==> src/rtl/lock_pkg.sv <==
// Shared types and default constants for the code-entry lock controller.
package lock_pkg;

  // Controller modes; 2-bit encoding.
  typedef enum logic [1:0] {
    ST_ENTRY   = 2'd0,
    ST_OPEN    = 2'd1,
    ST_LOCKOUT = 2'd2
  } lock_state_e;

  localparam int DEF_DIGITS         = 4;
  localparam int DEF_IDX_W          = 3;
  localparam int DEF_MAX_FAILS      = 3;
  localparam int DEF_UNLOCK_CYCLES  = 8;
  localparam int DEF_LOCKOUT_CYCLES = 16;

  // Width of the consecutive-failure counter port.
  localparam int FAIL_W = 3;

  // Bits needed for a down-counter that is loaded with (longest period - 1).
  function automatic int timer_width(input int a, input int b);
    int m;
    m = (a > b) ? a : b;
    return (m <= 2) ? 1 : $clog2(m);
  endfunction

endpackage

==> src/rtl/code_lock_seq_edge_detect.sv <==
// Rising-edge detector for the enter switch. The delayed copy resets to 1 so
// a switch that is already held high when reset is released is not counted.
module edge_detect (
  input  logic clk,
  input  logic rst,
  input  logic sig_i,
  output logic rise_o
);

  logic sig_q;

  // Delay the input by one cycle; tracked in every controller mode.
  always_ff @(posedge clk) begin
    if (rst) begin
      sig_q <= 1'b1;
    end else begin
      sig_q <= sig_i;
    end
  end

  assign rise_o = sig_i & ~sig_q;

endmodule

==> src/rtl/code_lock_seq.sv <==
// Code-entry controller: steps the digit index presented to the external
// 2-bit equality comparator, samples its eq result on each enter press, and
// after a full code either opens the lock or counts a failure, with lockout.
module code_lock_seq
  import lock_pkg::*;
#(
  parameter int DIGITS         = DEF_DIGITS,
  parameter int IDX_W          = DEF_IDX_W,
  parameter int MAX_FAILS      = DEF_MAX_FAILS,
  parameter int UNLOCK_CYCLES  = DEF_UNLOCK_CYCLES,
  parameter int LOCKOUT_CYCLES = DEF_LOCKOUT_CYCLES
) (
  input  logic              clk,
  input  logic              rst,
  input  logic              enter,
  input  logic              clear,
  input  logic              eq,
  output logic [IDX_W-1:0]  digit_idx,
  output logic              unlocked,
  output logic              locked_out,
  output logic              err,
  output logic [FAIL_W-1:0] fail_cnt
);

  localparam int TMR_W = timer_width(UNLOCK_CYCLES, LOCKOUT_CYCLES);
  localparam logic [TMR_W-1:0]  UNLOCK_INIT = TMR_W'(UNLOCK_CYCLES - 1);
  localparam logic [TMR_W-1:0]  LOCK_INIT   = TMR_W'(LOCKOUT_CYCLES - 1);
  localparam logic [IDX_W-1:0]  LAST_IDX    = IDX_W'(DIGITS - 1);
  localparam logic [FAIL_W-1:0] FAIL_LIMIT  = FAIL_W'(MAX_FAILS);

  logic press;

  lock_state_e       state_q, state_d;
  logic [IDX_W-1:0]  idx_q, idx_d;
  logic              mismatch_q, mismatch_d;
  logic [FAIL_W-1:0] fail_q, fail_d;
  logic [TMR_W-1:0]  timer_q, timer_d;
  logic              err_q, err_d;
  logic              unlocked_q, unlocked_d;
  logic              locked_q, locked_d;

  logic last_digit;
  logic code_bad;
  logic limit_hit;

  edge_detect u_edge (
    .clk    (clk),
    .rst    (rst),
    .sig_i  (enter),
    .rise_o (press)
  );

  // The final press folds its own eq into the accumulated mismatch, so a
  // wrong digit anywhere only becomes visible after the full code.
  assign last_digit = (idx_q == LAST_IDX);
  assign code_bad   = mismatch_q | ~eq;
  assign limit_hit  = ((fail_q + FAIL_W'(1)) == FAIL_LIMIT);

  // State and datapath registers, including the state-decoded output flops.
  always_ff @(posedge clk) begin
    if (rst) begin
      state_q    <= ST_ENTRY;
      idx_q      <= '0;
      mismatch_q <= 1'b0;
      fail_q     <= '0;
      timer_q    <= '0;
      err_q      <= 1'b0;
      unlocked_q <= 1'b0;
      locked_q   <= 1'b0;
    end else begin
      state_q    <= state_d;
      idx_q      <= idx_d;
      mismatch_q <= mismatch_d;
      fail_q     <= fail_d;
      timer_q    <= timer_d;
      err_q      <= err_d;
      unlocked_q <= unlocked_d;
      locked_q   <= locked_d;
    end
  end

  // Next-state logic: digit stepping, code verdict, timers and fail counting.
  always_comb begin
    state_d    = state_q;
    idx_d      = idx_q;
    mismatch_d = mismatch_q;
    fail_d     = fail_q;
    timer_d    = timer_q;
    err_d      = 1'b0;

    case (state_q)
      ST_ENTRY: begin
        if (clear) begin
          // Abort wins over a press in the same cycle; failures are kept.
          idx_d      = '0;
          mismatch_d = 1'b0;
        end else if (press) begin
          if (!last_digit) begin
            mismatch_d = code_bad;
            idx_d      = idx_q + IDX_W'(1);
          end else begin
            idx_d      = '0;
            mismatch_d = 1'b0;
            if (!code_bad) begin
              state_d = ST_OPEN;
              fail_d  = '0;
              timer_d = UNLOCK_INIT;
            end else begin
              err_d = 1'b1;
              if (fail_q != FAIL_LIMIT) begin
                fail_d = fail_q + FAIL_W'(1);
              end
              if (limit_hit) begin
                state_d = ST_LOCKOUT;
                timer_d = LOCK_INIT;
              end
            end
          end
        end
      end

      ST_OPEN: begin
        // Presses are ignored; clear relocks early.
        if (clear || (timer_q == '0)) begin
          state_d = ST_ENTRY;
        end else begin
          timer_d = timer_q - TMR_W'(1);
        end
      end

      ST_LOCKOUT: begin
        // Presses and clear are ignored until the penalty expires.
        if (timer_q == '0) begin
          state_d = ST_ENTRY;
          fail_d  = '0;
        end else begin
          timer_d = timer_q - TMR_W'(1);
        end
      end

      default: begin
        state_d = ST_ENTRY;
      end
    endcase
  end

  // Output decode from the next state, so the LED flops track the mode.
  always_comb begin
    unlocked_d = (state_d == ST_OPEN);
    locked_d   = (state_d == ST_LOCKOUT);
  end

  assign digit_idx  = idx_q;
  assign unlocked   = unlocked_q;
  assign locked_out = locked_q;
  assign err        = err_q;
  assign fail_cnt   = fail_q;

endmodule

==> config.mk <==
export PLATFORM = sky130hd
export DESIGN_NAME = code_lock_seq
export DESIGN_NICKNAME = d
export VERILOG_FILES = /design/src/rtl/lock_pkg.sv /design/src/rtl/code_lock_seq_edge_detect.sv /design/src/rtl/code_lock_seq.sv
export SDC_FILE = /design/constraint.sdc
export NUM_CORES = 1
export LEC_CHECK = 0
export CAP_MARGIN = 20
export CORE_MARGIN = 5
export CORE_UTILIZATION = 40
export CTS_CLUSTER_DIAMETER = 80
export DETAILED_ROUTE_END_ITERATION = 6
export DONT_BUFFER_PORTS = 1
export PLACE_DENSITY = 0.57
export SLEW_MARGIN = 5
export SYNTH_ARGS = -nofsm -noshare
export SYNTH_HDL_FRONTEND = slang
export SYNTH_HIERARCHICAL = 1
export SYNTH_SLANG_ARGS = --single-unit
==> constraint.sdc <==
create_clock -name clk -period 2.7 [get_ports clk]
set_input_delay 0.27 -clock clk [delete_from_list [all_inputs] [get_ports clk]]
set_output_delay 0.27 -clock clk [all_outputs]
set_load 0.005 [all_outputs]
# Word level (Yosys, flattened, before mapping)
# Index checks and enable logic that the tools add are counted.
[totals]
ff_bits = 17
elab_cells = 74
[op_classes]
add_sub_neg = 3
eq_ne = 15
muxes = 30
bitwise = 7
n_reduce_logical = 10
[op_table]
columns = ["operator", "count"]
rows = [
  ["$mux 4", 7],
  ["$mux 3", 9],
  ["$mux 2", 7],
  ["$ne 2x2->1 const B", 6],
  ["$pmux 4 s3", 1],
  ["$reduce_and 7->1", 1],
  ["$add 3x1->3 const B", 2],
  ["$eq 3x2->1 const B", 2],
  ["$ne 3x3->1 const B", 2],
  ["$pmux 2 s3", 1],
  ["$pmux 3 s2", 1],
  ["$reduce_and 6->1", 1],
  ["$not 1->1", 5],
  ["$reduce_or 5->1", 1],
  ["$eq 2x1->1 const B", 2],
  ["$eq 2x2->1 const B", 2],
  ["$logic_not 4->1", 1],
  ["$mux 1", 4],
  ["$reduce_bool 2->1", 2],
  ["$sub 4x1->4 const B", 1],
  ["$ne 3x2->1 const B", 1],
  ["$reduce_bool 3->1", 1],
  ["$logic_not 2->1", 1],
  ["$reduce_and 2->1", 1],
  ["3 further kinds", 3],
]

# Longest topological paths before layout
# Gate-level depths: netlist (run 1).
[depth]
depth_word = 9
ltp_mapped = 8
depth_no_buf = 7

# Cells and area by module
# Netlist (run 1), hierarchy kept.
[by_module_without_submodules]
columns = ["module", "n_inst", "cells_per_inst", "area_per_inst_um2"]
rows = [
  ["code_lock_seq", 1, 101, 918.4],
  ["edge_detect", 1, 3, 32.5],
]

# Worst setup path after synthesis (run 1)
# Ideal clock, no wire load.
[synth_timing]
path_type = "register to register"
startpoint = "register fail_q[0], in the netlist fail_cnt[0]"
endpoint = "register locked_q, in the netlist locked_out"
arrival_ns = 1.664
required_time_ns = 2.585
path_slack_ns = 0.921
path_stages_with_launch = 8
n_path_buf = 0
path_cell_list = "dfxtp_1 ha_1 ha_1 and2_1 a21o_1 a32o_1 nor3b_4 and2_1"
[synth_via]
elab_chain_len = 9
[synth_lines]
columns = ["element", "line_no", "text"]
rows = [
  ["start, declared", "code_lock_seq.sv:36", "logic [FAIL_W-1:0] fail_q, fail_d;"],
  ["start signal, assigned", "code_lock_seq.sv:74", "fail_q <= fail_d;"],
  ["$add 3x1->3", "code_lock_seq.sv:57", "assign limit_hit = ((fail_q + FAIL_W'(1)) == FAIL_LIMIT);"],
  ["$eq 3x2->1", "code_lock_seq.sv:57", ""],
  ["$mux 2", "code_lock_seq.sv:113", "if (limit_hit) begin"],
  ["$mux 2", "code_lock_seq.sv:104", "if (!code_bad) begin"],
  ["$mux 2", "code_lock_seq.sv:98", "if (!last_digit) begin"],
  ["$mux 2", "code_lock_seq.sv:97", "end else if (press) begin"],
  ["$mux 2", "code_lock_seq.sv:93", "if (clear) begin"],
  ["$pmux 2 s3", "code_lock_seq.sv:91", "case (state_q)"],
  ["$eq 2x2->1", "code_lock_seq.sv:150", "locked_d = (state_d == ST_LOCKOUT);"],
  ["end signal, assigned", "code_lock_seq.sv:78", "locked_q <= locked_d;"],
  ["end, declared", "code_lock_seq.sv:40", "logic locked_q, locked_d;"],
]
# Every way passes these cells.
# A chain may end at the register's enable or synchronous reset.

# Worst setup path in the final report (run 1)
# Same ends and word-level chain as after synthesis.

==> results of run 1 <==
## per-layer routing
layer	up-vias	routed length, um	global-route usage
met5	-	0	0
met4	0	31	0.0485
met3	4	97	0.0351
met2	11	776	0.178
met1	325	848	0.143
li1	369	-	-
## through the flow
| stage | cells | total power, mW | area [um^2] | util |
|---|---|---|---|---|
| after floorplan | 104 | 0.274 | 951 | - |
| after global placement | 129 | 0.274 | 972 | 0.435 |
| after detailed placement | 129 | 0.274 | 972 | 0.435 |
| after CTS | 133 | 0.417 | 998 | 0.447 |
| after global routing | 133 | 0.432 | 998 | 0.447 |
| final | 133 | 0.406 | 998 | 0.447 |
## cell type report
class                   instances  area [um^2]  area share
well taps                      28         35.0      0.0351
multi-input cells              77          571       0.571
flip-flops and latches         17          340       0.341
inverters                       7         26.3      0.0263
clock buffers                   4         26.3      0.0263
## sequential cells by signal (all words and copies together) (netlist names)
name	count
err	1
unlocked	1
digit_idx	3
state_q	2
fail_cnt	3
mismatch_q	1
timer_q	4
u_edge/sig_q	1
locked_out	1
## worst paths after layout
path | start | end | slack, ns | cells past startpoint
max reg2reg | fail_cnt[0] | locked_out | 0.83 | 7
min | rst | fail_cnt[1] | 0.03 | 1
min reg2reg | mismatch_q | mismatch_q | 0.48 | 2
max | fail_cnt[0] | locked_out | 0.83 | 7
## cell families after synthesis
logic type / count (synthesis) / share of synthesized area
AO/OA/AOI/OAI: 23 / 0.184
flip-flops: 17 / 0.358
AND/OR/NAND/NOR: 41 / 0.255
buffers and inverters: 10 / 0.0421
multiplexers: 4 / 0.0421
adder cells (fa/ha/maj): 9 / 0.118
## cells in the final DEF (no fill, tap or decap), drive strengths merged
master,netlist,routed
dfxtp,17,17
nor2,12,12
ha,9,9
inv,7,7
nor3,7,7
a21oi,6,6
o21ai,6,6
nand2,5,5
mux2i,4,4
clkbuf,1,4
nor2b,3,3
a21o,3,3
nor3b,3,3
and2,2,2
nor4,2,2
and4bb,1,1
or3b,1,1
nand3b,1,1
o31ai,1,1
a21bo,1,1
and2b,1,1
o21a,1,1
a32oi,1,1
a32o,1,1
a41o,1,1
nand2b,1,1
a311oi,1,1
and3,1,1
a22oi,1,1
or2,1,1
## power groups by stage
stage	combinational, mW	clock (mW)	sequential (mW)
2_1_floorplan	0.0140	0	0.260
3_5_place_dp	0.0136	0	0.261
6_report	0.0137	0.138	0.255
5_1_grt	0.0150	0.161	0.255
3_3_place_gp	0.0133	0	0.261
4_1_cts	0.0138	0.148	0.255
## critical path, stage by stage (launching register included)
cell	delay [ns]
dfxtp_1	0.37
ha_1	0.21
ha_1	0.28
and2_1	0.18
a21o_1	0.18
a32o_1	0.25
nor3b_4	0.15
and2_1	0.15
==> results.json, run 1 <==
{
  "cts_resized": 0,
  "synth_enable_flop_cells": 0,
  "coreArea_um2": 2230,
  "clockBufferDepth": 2,
  "routabilityCongestion": 0.773,
  "cts_tree": "built",
  "critPathRequiredTime_ns": 2.89,
  "antenna_found_initial": 0,
  "root_buffer": "clkbuf_4",
  "cp.arrival_ns": 2.06,
  "slew_headroom": 0.554,
  "insertion_delay_ns": 0.29,
  "cts_hold_buffers": 0,
  "swShare": 0.221,
  "post_synth.cell_area_avg_um2": 9.14,
  "grt_pass1_wl_um": 3070,
  "post_cts_buffers": 0,
  "path_class": "reg -> reg",
  "combinationalPowerShare": 0.034,
  "tns_ns": 0,
  "fmax_mhz": 535,
  "synth_top_area_share": 0.358,
  "syn-cell-area_um2": 951,
  "first_global_vias": 704,
  "worstMarginPinSlew_ns": 0.668,
  "finClkSkew_ns": 0.00387,
  "io_pins": 14,
  "synthCells": 104,
  "ir_drop_mv": 0.213,
  "synth_seq_cells": 17,
  "netlist_top_cells_count": "17 x dfxtp_1, 12 x nor2_1, 9 x ha_1",
  "grt_remaining_overflow": 0,
  "synth_top_cell_by_area": "dfxtp_1",
  "hpwlAfterDp_um": 1280,
  "drv_cap": 0,
  "p_seq_frac": 0.627,
  "yosysMostFrequentCell": "dfxtp_1",
  "p_clk_frac": 0.339,
  "hold_path.class": "in -> reg",
  "critical_path.endpoint_type": "register",
  "intPower_mw": 0.317,
  "place_ws_ns": 0.835,
  "num_vias": 709,
  "antenna_cells": 0,
  "drc_errors": 0,
  "numPortBuffers": 0,
  "final_net_count": 120,
  "setup_viol": 0,
  "fill_cells": 243,
  "synth_flop_cell": "dfxtp_1",
  "status": "completed",
  "dr.first_iter.drc_count": 10,
  "area_growth_pct": 5.00,
  "wl_per_cell_um": 13.2,
  "yosys.cell_types.count": 37,
  "drive_gt1_frac": 0.105,
  "whs_ns": 0.0344,
  "power.density_nw_per_um2": 407,
  "cts_made_buffers": 3,
  "cts_sinks": 17,
  "grt_max_degree": 17,
  "slew_violations": 0,
  "synth_area_leaders": "dfxtp_1 36%, ha_1 12%, nor2_1 4.7%, mux2i_1 4.2%, nor3_1 3.2%",
  "setup_ws_ns": 0.832,
  "htree_levels": 1,
  "vias_per_cell": 5.33,
  "power.switching_mw": 0.0897,
  "grt_use_total": 0.114,
  "crit_fanout": 5,
  "p_leak_nw": 0.381,
  "std_cell_rows": 17,
  "initial_core_util": 0.426,
  "rsz0062_at_grt": "false",
  "period_share": 0.692,
  "hold_violations": 0,
  "start_kind": "register",
  "drt-total-wl_um": 1750,
  "yosys_warnings": 6,
  "yosysSeqAreaShare": 0.358,
  "drt_first_pass_iters": 3,
  "async_flop_share": 0,
  "die_w_um": 58.8,
  "die-area_um2": 3450,
  "antenna_left": 0,
  "clkTransAtPathRegs_ns": 0.10,
  "synth_fp_nets": 118,
  "fin_crit_ns": 1.87,
  "die_h_um": 58.8
}
(Power assumes the default switching activity.)
==> inputs of run 2 (changes only) <==
- PLACE_DENSITY: 0.57 -> 0.59
- clock period: 2.7 -> 1.5 ns (I/O delays scaled with it)
==> run 2 against run 1 <==
Against the previous run:
- the flow now finishes with violations (hold timing, setup timing)
- clock power up 76%
- clock skew up 0.0086 ns
- maximum frequency up 12%
- die area unchanged
- routed wire length up 9.6%
- global-route usage up 1.4 points
- total power up 81%
- first-iteration DRC count up 40%
- cell count up 17%
- critical path type unchanged
==> results.json, run 2 (synthesis results as in run 1) <==
{
  "critPathRequiredTime_ns": 1.68,
  "critical_path.endpoint_type": "register",
  "root_buffer": "clkbuf_4",
  "numPortBuffers": 0,
  "coreArea_um2": 2230,
  "drc_errors": 0,
  "regMostFlops": "timer_q",
  "hold_path.class": "in -> reg",
  "finClkSkew_ns": 0.0124,
  "violations": "hold timing, setup timing",
  "num_vias": 786,
  "io_pins": 14,
  "power.density_nw_per_um2": 582,
  "hpwlAfterDp_um": 1450,
  "drv_cap": 0,
  "clkTransAtPathRegs_ns": 0.10,
  "setup_ws_ns": -0.168,
  "drt-total-wl_um": 1920,
  "die_w_um": 58.8,
  "fmax_mhz": 599,
  "area_growth_pct": 32.9,
  "cts_made_buffers": 3,
  "htree_levels": 1,
  "std_cell_rows": 17,
  "placement.cell_area_um2": 1170,
  "vias_per_cell": 5.04,
  "dr.first_iter.drc_count": 14,
  "insertion_delay_ns": 0.29,
  "p_leak_nw": 0.511,
  "period_share": 1.11,
  "worstMarginPinSlew_ns": 0.387,
  "grt_remaining_overflow": 0,
  "die_h_um": 58.8,
  "drive_gt1_frac": 0.375,
  "cts_tree": "built",
  "slew_headroom": 0.740,
  "antenna_left": 0,
  "finalInstanceArea_um2": 1260,
  "first_global_vias": 807,
  "fin_util": 0.566,
  "grt_pass1_wl_um": 3440,
  "start_kind": "register",
  "cts_hold_buffers": 1,
  "status": "finished, violations left",
  "cp.arrival_ns": 1.85,
  "initial_core_util": 0.426,
  "fin_crit_ns": 1.67,
  "setup_viol": 11,
  "wl_per_cell_um": 12.3,
  "path_class": "reg -> reg",
  "tns_ns": -1.08,
  "crit_fanout": 3,
  "final_net_count": 143,
  "grt_use_total": 0.128,
  "whs_ns": -0.0939,
  "drt_first_pass_iters": 4,
  "most-common-layout-cells": "20 x buf_4, 13 x dfxtp_1, 12 x nor2_1",
  "die-area_um2": 3450,
  "largest_reg_flops": 4,
  "grt_max_degree": 17,
  "ir_drop_mv": 0.680,
  "final_common_cell": "buf_4",
  "clockBufferDepth": 2,
  "cts_sinks": 17,
  "hold_violations": 15,
  "routabilityCongestion": 0.724,
  "rsz0062_at_grt": "true",
  "antenna_cells": 0,
  "slew_violations": 0,
  "antenna_found_initial": 0
}
## run 2: cell types whose count changed in the layout (fill, tap and decap cells not counted), moves of 3 or more
cell / previous run / this run
ha_4: 0 / 3
ha_1: 9 / 5
buf_4: 0 / 20
dfxtp_2: 0 / 3
dfxtp_1: 17 / 13
## run 2: per-stage QoR
step | total power, mW | setup WS [ns] | instances
detailed placement | 0.499 | -0.187 | 149
CTS | 0.747 | -0.174 | 154
global placement | 0.499 | -0.177 | 149
global route | 0.771 | -0.236 | 156
finish | 0.736 | -0.168 | 156
floorplan | 0.492 | -0.179 | 104
## run 2: per-layer routing
layer / vias up / share of wire / GRT usage / wire [um]
li1: 412 / - / - / -
met1: 356 / 0.46 / 0.150 / 890
met2: 16 / 0.47 / 0.219 / 895
met3: 2 / 0.064 / 0.0482 / 122
met4: 0 / 0.0062 / 0.0291 / 12
met5: - / 0 / 0 / 0
## run 2: power by group
group | internal (mW) | switching (mW) | leakage, nW
clock network | 0.103 | 0.140 | 0.0150
registers | 0.453 | 0.00187 | 0.140
logic | 0.0197 | 0.0177 | 0.356
## run 2: area by class of cell
class | instances | area (um^2)
clock buffers | 4 | 26.3
fillers | 210 | 970
inverters | 7 | 26.3
multi-input cells | 77 | 646
flip-flops and latches | 17 | 348
well taps | 28 | 35.0
repair buffers | 23 | 183
## run 2: path summary, 6_finish.rpt
| kind | slack (ns) | to | start | cells after the start |
|---|---|---|---|---|
| hold reg to reg | 0.48 | mismatch_q | mismatch_q | 2 |
| setup reg to reg | -0.17 | locked_out | fail_cnt[0] | 7 |
| hold / removal | -0.09 | timer_q[3] | rst | 1 |
| setup / recovery | -0.17 | locked_out | fail_cnt[0] | 7 |
## run 2: timing repair
item / 4_1_cts / 5_1_grt
gates resized for setup: 7 / 3
setup buffers: 0 / 2
pin swaps: 9 / 6
setup endpoints to repair: 13 / 13
endpoints found under the hold margin: 16 / 15
## run 2: worst max-delay path, cell delays in order (launching register included)
cell and delay [ns]:
dfxtp_4 0.36, ha_4 0.16, ha_4 0.20, and2_4 0.14, a21o_1 0.14, a32o_2 0.26
nor3b_4 0.15, and2_1 0.15
==> inputs of run 3 (changes only) <==
- CTS_BUF_LIST: default -> sky130_fd_sc_hd__clkbuf_2 sky130_fd_sc_hd__clkbuf_4 sky130_fd_sc_hd__clkbuf_8
- PLACE_DENSITY: 0.59 -> default
==> run 3 against run 2 <==
Against the previous run:
- flip-flop and latch count stayed put
- first-iteration DRC count is 29% higher
- highest routed layer unchanged
- the run still ends with hold timing, setup timing left
- critical path type unchanged
- register-to-register slack hardly changed
==> results.json, run 3 (synthesis results as in run 1) <==
{
  "crit_path_start": "fail_cnt[0]",
  "crit_fanout": 3,
  "path_class": "reg -> reg",
  "drv_cap": 0,
  "rr_worst_depth": 7,
  "finClkSkew_ns": 0.00125,
  "routabilityCongestion": 0.764,
  "use_met2": 0.218,
  "p_seq_frac": 0.606,
  "num_vias": 797,
  "grt.busiest_layer": "met2",
  "ir_drop_mv": 0.528,
  "slew_violations": 0,
  "drc_errors": 0,
  "drive_gt1_frac": 0.391,
  "antenna_found_initial": 0,
  "initial_core_util": 0.426,
  "reg2reg_to": "locked_out",
  "most-common-layout-cells": "20 x buf_4, 13 x dfxtp_1, 11 x nor2_1",
  "die-area_um2": 3450,
  "drt_first_pass_iters": 4,
  "status": "finished, violations left",
  "rsz0062_at_grt": "true",
  "clkTransAtPathRegs_ns": 0.11,
  "antenna_cells": 0,
  "die_h_um": 58.8,
  "critical_path.endpoint_type": "register",
  "intPower_mw": 0.578,
  "met3_usage": 0.0307,
  "tns_ns": -1.24,
  "cts_hold_buffers": 2,
  "setup_ws_ns": -0.171,
  "period_share": 1.11,
  "ff2ff_setup_slack_ns": -0.17,
  "drt-total-wl_um": 2030,
  "largest_reg_flops": 4,
  "critPathRequiredTime_ns": 1.70,
  "io_pins": 14,
  "p_leak_nw": 0.514,
  "grt_remaining_overflow": 0,
  "fin_crit_ns": 1.67,
  "grt_max_degree": 17,
  "first_global_vias": 837,
  "multi_input_area_um2": 652,
  "regMostFlops": "timer_q",
  "worstMarginPinSlew_ns": 0.313,
  "std_cell_rows": 17,
  "p_total_mw": 0.752,
  "crit-reg2reg-launch": "fail_cnt[0]",
  "cts_sinks": 17,
  "numPortBuffers": 0,
  "hpwlAfterDp_um": 1460,
  "root_buffer": "clkbuf_4",
  "power.density_nw_per_um2": 592,
  "whs_ns": -0.0969,
  "setup_viol": 11,
  "grt_use_total": 0.128,
  "p_clk_frac": 0.338,
  "cts_made_buffers": 3,
  "grtUsageMet1": 0.155,
  "htree_levels": 1,
  "start_kind": "register",
  "slew_headroom": 0.789,
  "min_path_cells": 1,
  "clockBufferDepth": 2,
  "coreArea_um2": 2230,
  "seq_area_um2": 348,
  "wl_per_cell_um": 13.0,
  "cp.arrival_ns": 1.87,
  "grt_pass1_wl_um": 3460,
  "hold_path.class": "in -> reg",
  "fill_cells": 209,
  "fmax_mhz": 598,
  "final_common_cell": "buf_4",
  "combinationalPowerShare": 0.057,
  "final_net_count": 143,
  "cts_tree": "built",
  "violations": "hold timing, setup timing",
  "antenna_left": 0,
  "vias_per_cell": 5.11,
  "area_growth_pct": 33.6,
  "power.switching_mw": 0.174,
  "insertion_delay_ns": 0.29,
  "hold_violations": 15,
  "dr.first_iter.drc_count": 18,
  "die_w_um": 58.8,
  "endpoint": "locked_out",
  "swShare": 0.232,
  "fin_util": 0.569
}
==> run 3: worst min-delay path by stage <==
| stage | start | endpoint | slack [ns] |
|---|---|---|---|
| 6_report | rst | timer_q[0] | -0.1 |
| 3_3_place_gp | rst | timer_q[0] | 0.22 |
| 4_1_cts | rst | fail_cnt[0] | -0.11 |
| 5_1_grt | rst | timer_q[0] | -0.12 |
| 3_5_place_dp | rst | timer_q[0] | 0.22 |
| 2_1_floorplan | rst | timer_q[1] | 0.21 |
==> run 3: layer usage <==
metal / share of wire / vias to the layer above
met4: 0.0059 / 0
li1: - / 414
met2: 0.49 / 12
met1: 0.46 / 369
met3: 0.048 / 2
met5: 0 / -
==> run 3: power groups by stage <==
stage          Sequential (mW)  Combinational [mW]  Clock (mW)
2_1_floorplan            0.467              0.0252           0
3_3_place_gp             0.466              0.0372           0
3_5_place_dp             0.466              0.0383           0
4_1_cts                  0.455              0.0430       0.267
5_1_grt                  0.456              0.0481       0.289
6_report                 0.455              0.0427       0.254
==> run 3: area by class of cell <==
cell class                      count  area share
Clock inverter                      1     0.00394
Tap cell                           28      0.0276
Inverter                            7      0.0207
Sequential cell                    17       0.274
Clock buffer                        3      0.0177
Multi-Input combinational cell     77       0.513
Timing Repair Buffer               23       0.143
==> run 3: critical path, cell delays in order, from the launching register on <==
cell and delay (ns):
dfxtp_4 0.37, ha_4 0.16, ha_4 0.23, and2_4 0.14
a21o_1 0.15, a32o_2 0.24, nor3b_4 0.15, and2_1 0.15
==> run 3: stage by stage <==
stage / std cells / setup WS (ns) / instance area (um^2)
final: 156 / -0.171 / 1270
after global placement: 148 / -0.179 / 1160
after detailed placement: 148 / -0.190 / 1160
after global routing: 156 / -0.241 / 1270
after floorplan: 104 / -0.179 / 998
after CTS: 155 / -0.194 / 1240
==> run 3: what timing repair did <==
item / CTS / global route
pin swaps: 6 / 5
endpoints found under the hold margin: 16 / 15
setup endpoints to repair: 11 / 12
buffers inserted: 1 / 1
resized for setup: 4 / 6
